===== config.mk =====
export PLATFORM = sky130hd
export DESIGN_NAME = dmem_arbiter
export DESIGN_NICKNAME = d
export VERILOG_FILES = /design/src/rtl/dmem_arbiter.sv
export SDC_FILE = /design/constraint.sdc
export NUM_CORES = 1
export LEC_CHECK = 0
export BUFFER_PORTS_ARGS = -buffer_cell sky130_fd_sc_hd__buf_2
export CAP_MARGIN = 20
export CORE_AREA = 4 4 115 117
export DETAILED_ROUTE_END_ITERATION = 6
export DIE_AREA = 0 0 119 121
export PLACE_DENSITY = 0.51
export SYNTH_ARGS = -nofsm -noshare
export SYNTH_HDL_FRONTEND = slang
export SYNTH_SLANG_ARGS = --single-unit

===== constraint.sdc =====
create_clock -name clk -period 1.4 [get_ports clk]
set_input_delay 0.07 -clock clk [delete_from_list [all_inputs] [get_ports clk]]
set_output_delay 0.07 -clock clk [all_outputs]
set_load 0.01 [all_outputs]

===== src/rtl/dmem_arbiter.sv =====
// Arbitrates the single-port data memory between the pipeline MEM stage (P, priority)
// and an external loader/DMA (L), with a bounded L wait and a bounded L burst under contention.
module dmem_arbiter #(
  parameter int ADDR_W    = 32,
  parameter int DATA_W    = 32,
  parameter int MAX_WAIT  = 4,
  parameter int MAX_BURST = 8
) (
  input  logic              clk,
  input  logic              rst,
  input  logic              p_req,
  input  logic              p_we,
  input  logic [ADDR_W-1:0] p_addr,
  input  logic [DATA_W-1:0] p_wd,
  output logic [DATA_W-1:0] p_rd,
  output logic              p_stall,
  input  logic              l_req,
  input  logic              l_we,
  input  logic [ADDR_W-1:0] l_addr,
  input  logic [DATA_W-1:0] l_wd,
  input  logic              l_last,
  output logic              l_gnt,
  output logic [DATA_W-1:0] l_rd,
  output logic              m_we,
  output logic [ADDR_W-1:0] m_addr,
  output logic [DATA_W-1:0] m_wd,
  input  logic [DATA_W-1:0] m_rd
);

  localparam int WAIT_W  = $clog2(MAX_WAIT + 1);
  localparam int BURST_W = $clog2(MAX_BURST + 1);

  localparam logic [WAIT_W-1:0]  WAIT_LAST  = WAIT_W'(MAX_WAIT - 1);
  localparam logic [WAIT_W-1:0]  WAIT_SAT   = WAIT_W'(MAX_WAIT);
  localparam logic [BURST_W-1:0] BURST_LAST = BURST_W'(MAX_BURST - 1);

  typedef enum logic {
    PIPE = 1'b0,
    LOAD = 1'b1
  } state_t;

  state_t             state, state_next;
  logic [WAIT_W-1:0]  wait_cnt, wait_next;
  logic [BURST_W-1:0] beat_cnt, beat_next;

  // NOTE: sequential state uses non-blocking assignments so every register samples
  // pre-edge values; blocking here would create order-dependent simulation races.
  always_ff @(posedge clk or negedge rst) begin
    if (!rst) begin
      state    <= PIPE;
      wait_cnt <= '0;
      beat_cnt <= '0;
    end else begin
      state    <= state_next;
      wait_cnt <= wait_next;
      beat_cnt <= beat_next;
    end
  end

  // NOTE: every combinational output gets a default before the case so no latch is inferred.
  always_comb begin
    state_next = state;
    wait_next  = wait_cnt;
    beat_next  = beat_cnt;
    unique case (state)
      PIPE: begin
        if (!l_req) begin
          wait_next = '0;
        end else if (!p_req || wait_cnt == WAIT_LAST) begin
          state_next = LOAD;
          wait_next  = '0;
          beat_next  = '0;
        end else if (wait_cnt != WAIT_SAT) begin
          wait_next = wait_cnt + 1'b1;
        end
      end
      LOAD: begin
        if (!l_req) begin
          state_next = PIPE;
        end else begin
          // Beat accepted this cycle; the burst cap only bites while P is waiting.
          if (l_last || (beat_cnt == BURST_LAST && p_req)) state_next = PIPE;
          if (beat_cnt != BURST_LAST) beat_next = beat_cnt + 1'b1;
        end
      end
      default: state_next = PIPE;
    endcase
  end

  always_comb begin
    m_addr  = p_addr;
    m_wd    = p_wd;
    m_we    = p_req & p_we;
    l_gnt   = 1'b0;
    p_stall = 1'b0;
    if (state == LOAD) begin
      m_addr  = l_addr;
      m_wd    = l_wd;
      m_we    = l_req & l_we;
      l_gnt   = 1'b1;
      p_stall = p_req;
    end
    // Reset also kills any in-flight write, including one already driven this cycle.
    if (!rst) m_we = 1'b0;
  end

  assign p_rd = m_rd;
  assign l_rd = m_rd;

endmodule


---- Word-level counts from Yosys, hierarchy flattened ----
Index checks and enable logic that the tools add are counted.
word-level totals
  register bits after elaboration ......... 8
  input port bits ......................... 167
  output and inout bits ................... 131
  word-level logic and storage cells ...... 42
operators by class
  add/sub/neg operators ................... 2
  equality and inequality tests ........... 9
  muxes and demuxes ....................... 19
  bitwise logic cells ..................... 3
  reductions and logical operators ........ 6
operator list
  kind                   number
  $mux W32               2
  $mux W4                4
  $mux W3                3
  $mux W1                8
  $pmux W4 S2            1
  $ne A2 B2 Y1 const B   3
  $add A4 B1 Y4 const B  1
  $eq A4 B3 Y1 const B   1
  $ne A4 B3 Y1 const B   1
  $reduce_and A4 Y1      1
  $add A3 B1 Y3 const B  1
  $eq A3 B2 Y1 const B   1
  $ne A3 B1 Y1 const B   1
  $ne A3 B3 Y1 const B   1
  $and A1 B1 Y1          2
  $logic_or A1 B1 Y1     2
  $ne A2 B1 Y1 const B   1
  $pmux W1 S2            1
  $reduce_and A2 Y1      1
  $logic_and A1 B1 Y1    1
  $logic_not A1 Y1       1
  $not A1 Y1             1

---- Depth between registers and ports, before layout ----
Gate-level depths: netlist (run 1).
  word-level depth ........................ 6
  mapped depth ............................ 5
  gate-level depth less buffers ........... 5

---- Worst setup path before layout (run 1) ----
No wires, ideal clock.
  path type ............................... flip-flop to flip-flop
  from .................................... register wait_cnt[0]
  to ...................................... register wait_cnt[2]
  library setup time ...................... 90 ps
  arrival ................................. 1326 ps
  required time ........................... 1310 ps
  setup slack ............................. -17 ps
  cell stages (with the launch flop) ...... 6
  buffers on the path ..................... 0
  clock period less this slack ............ 1417 ps
  path through ............................ dfrtp_1 > ha_1 > ha_1 > nand3b_1 > or3_1 > o221ai_1
on the way
  word-level cells in the longest chain between the ends .. 4
  elaborated cells between the ends (all ways) .. 9
  classes of those cells .................. add/sub: 1; eq/ne: 3; mux: 3; reduce/logical: 2
ends and longest elaborated chain
  element                                               RTL line  RTL
  start, declared                                       43        logic [WAIT_W-1:0] wait_cnt, wait_next;
  start signal, assigned                                55        wait_cnt <= wait_next;
  $add A3 B1 Y3 / $eq A3 B2 Y1 (equally long branches)  74, 69
  $mux W3 / $logic_or A1 B1 Y1 (equally long branches)  73, 69
  $mux W3 / $ne A3 B1 Y1 (equally long branches)        n/a
  $mux W3 / $reduce_and A2 Y1 (equally long branches)   n/a
Parallel ways exist; a longest one is shown, timed or not. The select of a mux whose other input is x is not followed.
A chain may end at the register's enable or synchronous reset.

---- Worst setup path in the final report (run 1) ----
  from .................................... register state
  to ...................................... output m_wd[1]
on the way
  word-level cells in the longest chain between the ends .. 1
ends and longest elaborated chain
  element                 RTL line  RTL
  start, declared         42        state_t state, state_next;
  start signal, assigned  54        state <= state_next;
  $mux W32                96        if (state == LOAD) begin
  end, declared           26        output logic [DATA_W-1:0] m_wd,
Every way passes these cells.

==> results of run 1 <==
==> logic make-up (layout without fill, tap and decap cells) <==
kind of cell	Yosys count	in the layout	share of synthesized area
buffers and inverters	77	226	0.320
muxes	64	64	0.410
and+or+nand+nor	20	20	0.0684
AOI/OAI and AO/OA	13	13	0.0591
DFF	8	8	0.114
adders and majority gates	4	4	0.0285
==> flip-flops by register name, summed over array words and instances (netlist names) <==
name      flops
beat_cnt      4
state         1
wait_cnt      3
==> power by group <==
part | total (W) | switching (W) | internal [W]
Clock | 0.000503 | 0.000122 | 0.000380
Combinational | 0.000894 | 0.000377 | 0.000518
Sequential | 0.000278 | 0.0000230 | 0.000255
==> placed cells by master (no fill, tap or decap), types with 2 or more instances in the layout <==
| master | n |
|---|---|
| buf_2 | 200 |
| mux2_2 | 62 |
| buf_4 | 14 |
| dfrtp_1 | 7 |
| inv_1 | 4 |
| nand2_1 | 3 |
| and3_1 | 3 |
| clkbuf_16 | 3 |
| mux2_4 | 2 |
| nand3_1 | 2 |
| nand3b_1 | 2 |
| ha_2 | 2 |
| buf_12 | 2 |
==> final cells by class <==
cell class,count,area [µm²],share of cell area
Timing Repair Buffer,218,1170,0.428
Clock buffer,4,78.8,0.0289
Sequential cell,8,201,0.0739
Tap cell,172,215,0.0789
Multi-Input combinational cell,101,1050,0.385
Inverter,4,15.0,0.00550
==> critical path, stage by stage, from the launching register on <==
cell and delay, ps:
dfrtp_2 450, buf_12 210, mux2_2 370, buf_2 150
==> worst paths after layout <==
kind                             start     endpoint  slack, ps  cells past startpoint
max in group asynchronous          rst        state        980                      2
setup / recovery                 state      m_wd[1]       -110                      3
hold reg to reg            beat_cnt[1]  beat_cnt[1]        570                      1
hold / removal                  l_last        state         20                      2
setup reg to reg           wait_cnt[1]  wait_cnt[2]        -70                      5
min in group asynchronous          rst  beat_cnt[3]        220                      2
==> stage by stage <==
| stage | worst slack, ps | power [W] | hold slack, ps | TNS (ps) | utilization |
|---|---|---|---|---|---|
| global placement | -40.8 | 0.00112 | -69.0 | -98.9 | 0.205 |
| global route | -151 | 0.00178 | 34.9 | -8330 | 0.221 |
| finish | -111 | 0.00167 | 21.1 | -4880 | 0.221 |
| CTS | -129 | 0.00166 | 36.5 | -6230 | 0.215 |
| floorplan | -12.3 | 0.000899 | -226 | -12.3 | - |
| detailed placement | -65.9 | 0.00113 | -65.7 | -271 | 0.205 |
==> per-layer routing <==
metal  vias to the layer above  track usage  part of all wire
li1                        891            -                 -
met1                       848       0.0976              0.37
met2                       166        0.158              0.51
met3                        10       0.0261              0.11
met4                         0       0.0174            0.0070
met5                         -            0                 0
==> what timing repair did <==
action	4_1_cts	5_1_grt
resized for setup	5	8
setup buffers	2	5
setup endpoints to repair	70	73
pin swaps	2	0
hold buffers	1	0
endpoints found under the hold margin	8	0
==> results.cfg, run 1 <==
[run_status]
status = finished, violations left
violations = setup timing

[final_layout]
drive_above_1_share = 0.887
nNetsFinal = 507
diodes = 0
final-instance-count-excl-fill = 507
final_area_um2 = 2730
fillers = 1338
area_growth_pct = 55.3

[yosys]
synth_top_area_frac = 0.410
synth_ff_type = dfrtp_1
synth-edff-count = 0
synth_area_leaders = mux2_2 (41%), buf_4 (28%), dfrtp_1 (11%)
netlist_top_cells_count = buf_4 (65), mux2_2 (64), dfrtp_1 (8)
yosysMostFrequentCell = buf_4
yosysWarnings = 0
syn_inst = 186
syn_avg_cell_area_um2 = 9.44
syn_area_um2 = 1760
ys_types = 32
synth_top_cell_by_area = mux2_2
syn-num-nets = 357
async_flop_share = 1.00
seq_area_frac_synth = 0.114
ys_seq_elements = 8

[route]
first_pass_iters = 4
drc = 0
via_count = 1915
ant_nets = 0
wl_per_cell_um = 13.8
drtIter0Drc = 27
viasPerCell = 3.78
drt_wl_total_mm = 6.98

[timing]
hold_viol = 0
drv_slew = 0
worstMarginPinSlew_ps = 259
finalCriticalPeriod_ps = 1510
rsz0062_at_grt = true
max_slew_margin = 0.827
fmaxAchievable_mhz = 662
fin_ws_ps = -111
post-route-period-util = 1.08
fin_worst_skew_ps = 4.18
setup_viol = 66

[place]
dpl.hpwl_mm = 6.26
postPlaceCellArea_um2 = 2540
io_buffer_count = 201
gp_congestion = 0.722
dp.cells = 496

[setup_path]
critPathRequiredTime_ps = 1330
start_kind = flip-flop
critical_path_class = reg2out
crit_path_max_fanout = 30
cp.arrival_ps = 1440
setup.worst_path.end_class = primary output

[global_routing]
grt_overflow = 0
grt_pass1_vias = 1932
grt_max_degree = 34
grt_pass1_wl_mm = 9.94
grt_util_all_layers = 0.0857
antenna_found_initial = 0

[cts]
clk_pin_slew_ps = 40
cts_inserted_buffers = 3
cts.sinks = 8
clk_path_buf_depth = 2
clock_latency_ps = 240
tritoncts = done
root_buffer = clkbuf_16
htreeDepth = 1

[floorplanning]
start_util = 0.142
die_h_um = 121
num_io_pins = 298
die_w_um = 119
core.rowCount = 41
die-area_um2 = 14400
core_area_um2 = 12400

[pwr]
peakVddDrop_mv = 0.357
pwr_density_cell_nw_per_um2 = 614
leakage_nw = 1.44

[min_path]
hold_path.class = in2reg

[run]
cap_violations = 0
Power figures use the tool's default switching activity.
==> run 2: changes to the inputs <==
Settings changed: PLACE_DENSITY 0.51 to default.
==> run 2 against run 1 <==
  * The run still ends with setup timing left
  * Clock power rose by 1%
  * Register-to-register slack got worse by 20 ps
  * Clock-buffer cell count unchanged
  * Power grew 32%
  * Core utilization increased by 7.0 points
  * First-iteration DRC count is 15% lower
  * Global-route usage up 2.8 points
  * Critical path depth is 1 higher
  * Sequential cell count stayed put
  * Critical path type unchanged
  * Largest cell class unchanged
==> results.cfg, run 2 (synthesized netlist as in run 1, its figures left out) <==
[run_status]
status = finished, violations left
violations = setup timing

[route]
ant_nets = 0
drtIter0Drc = 23
drt_wl_total_mm = 9.50
wl_per_cell_um = 18.5
first_pass_iters = 3
via_count = 2011
drc = 0
viasPerCell = 3.90

[pwr]
peakVddDrop_mv = 0.554
pwr-share-clk = 0.231
power_w = 0.00221
intPower_w = 0.00154
p_switching_w = 0.000669
swShare = 0.303
power_frac_seq = 0.123
pwr_density_cell_nw_per_um2 = 615
power.share.combinational = 0.646
leakage_nw = 1.91

[floorplanning]
core.rowCount = 41
core_area_um2 = 12400
die_h_um = 121
die_w_um = 119
num_io_pins = 298
start_util = 0.142
die-area_um2 = 14400

[setup_path]
setup.worst_path.end_class = primary output
crit_path_max_fanout = 8
start_kind = flip-flop
critical_path_class = reg2out
rrSetupSlack_ps = -90
r2r-end = wait_cnt[2]
crit_start = state
cp-endpoint = m_addr[24]
r2r_cells = 5
cp.arrival_ps = 1430
critPathRequiredTime_ps = 1330
rr_startpoint = wait_cnt[1]

[cts]
cts_inserted_buffers = 3
cts.sinks = 8
clk_pin_slew_ps = 40
clk_path_buf_depth = 2
htreeDepth = 1
tritoncts = done
clock_latency_ps = 240
root_buffer = clkbuf_16

[place]
postPlaceCellArea_um2 = 2540
pre_cts_ws_ps = -82.5
dpl.hpwl_mm = 7.06
gp_congestion = 0.752
io_buffer_count = 201

[min_path]
hold_path.class = in2reg

[global_routing]
grt_max_degree = 17
grt_util_all_layers = 0.113
antenna_found_initial = 1
grt_overflow = 0
grt_pass1_wl_mm = 12.5
grt_pass1_vias = 2157

[final_layout]
diodes = 0
drive_above_1_share = 0.889
finalCoreUtilization = 0.291
final_area_um2 = 3590
reg_top3 = beat_cnt: 4 flops, wait_cnt: 3 flops, state: 1 flops
nNetsFinal = 515
top_register = beat_cnt
layout_commonest_cell = buf_2
area_growth_pct = 104
largest_reg_flops = 4
fillers = 1306
final_cell_mix = buf_2 (137), mux2_4 (64), buf_6 (64)

[run]
cap_violations = 0

[timing]
setup_viol = 68
rsz0062_at_grt = true
drv_slew = 0
finalCriticalPeriod_ps = 1500
fmaxAchievable_mhz = 665
hold_viol = 0
worstMarginPinSlew_ps = 260
fin_ws_ps = -103
max_slew_margin = 0.827
post-route-period-util = 1.07
fin_worst_skew_ps = 1.44
run 2: final cells by class:
type | instances | area [µm²] | area share
clock buffer | 4 | 78.8 | 0.0219
inverter | 4 | 15.0 | 0.00418
multi-input combinational | 101 | 1280 | 0.357
sequential | 8 | 201 | 0.0561
tap | 172 | 215 | 0.0599
timing repair buffer | 226 | 1800 | 0.501
run 2: repair_timing:
action	in CTS	in global routing
buffers inserted	5	2
hold buffers	1	0
setup endpoints to repair	72	72
pin swaps	3	1
gates cloned	4	3
resized for setup	68	86
endpoints found under the hold margin	8	0
run 2: worst max-delay path, cell delays in order, from the launching register on:
cell       delay, ps
dfrtp_2          430
buf_12           160
clkbuf_16        170
mux2_4           300
buf_6            120
run 2: metrics by stage:
step / setup TNS [ps] / hold WS [ps] / instances
after floorplan: -12.3 / -226 / 186
after global placement: -148 / -58.7 / 497
after detailed placement: -275 / -61.0 / 497
after CTS: -5070 / 32.6 / 510
after global routing: -7340 / 52.1 / 515
final: -5080 / 39.5 / 515
run 2: worst min path at each step:
stage,startpoint,end,slack (ps),cells after the start
after floorplan,rst,beat_cnt[0],-230,0
after global routing,l_last,state,50,2
final,l_last,state,40,2
after detailed placement,rst,wait_cnt[2],-60,1
after global placement,rst,wait_cnt[2],-60,1
after CTS,l_last,state,30,2
run 2: routing by layer:
layer,share of wire,routed length [µm],GRT usage,vias up
met4,0.0078,74,0.0217,2
met2,0.54,5130,0.219,147
met3,0.087,829,0.0354,13
li1,-,-,-,911
met1,0.36,3450,0.120,938
met5,0.0014,13,0,-
run 2: power groups by stage:
stage          clock network [W]  logic (W)  registers (W)
2_1_floorplan                  0   0.000624       0.000276
3_3_place_gp                   0   0.000874       0.000279
3_5_place_dp                   0   0.000878       0.000280
4_1_cts                 0.000521    0.00120       0.000272
5_1_grt                 0.000537    0.00152       0.000275
6_report                0.000510    0.00143       0.000272
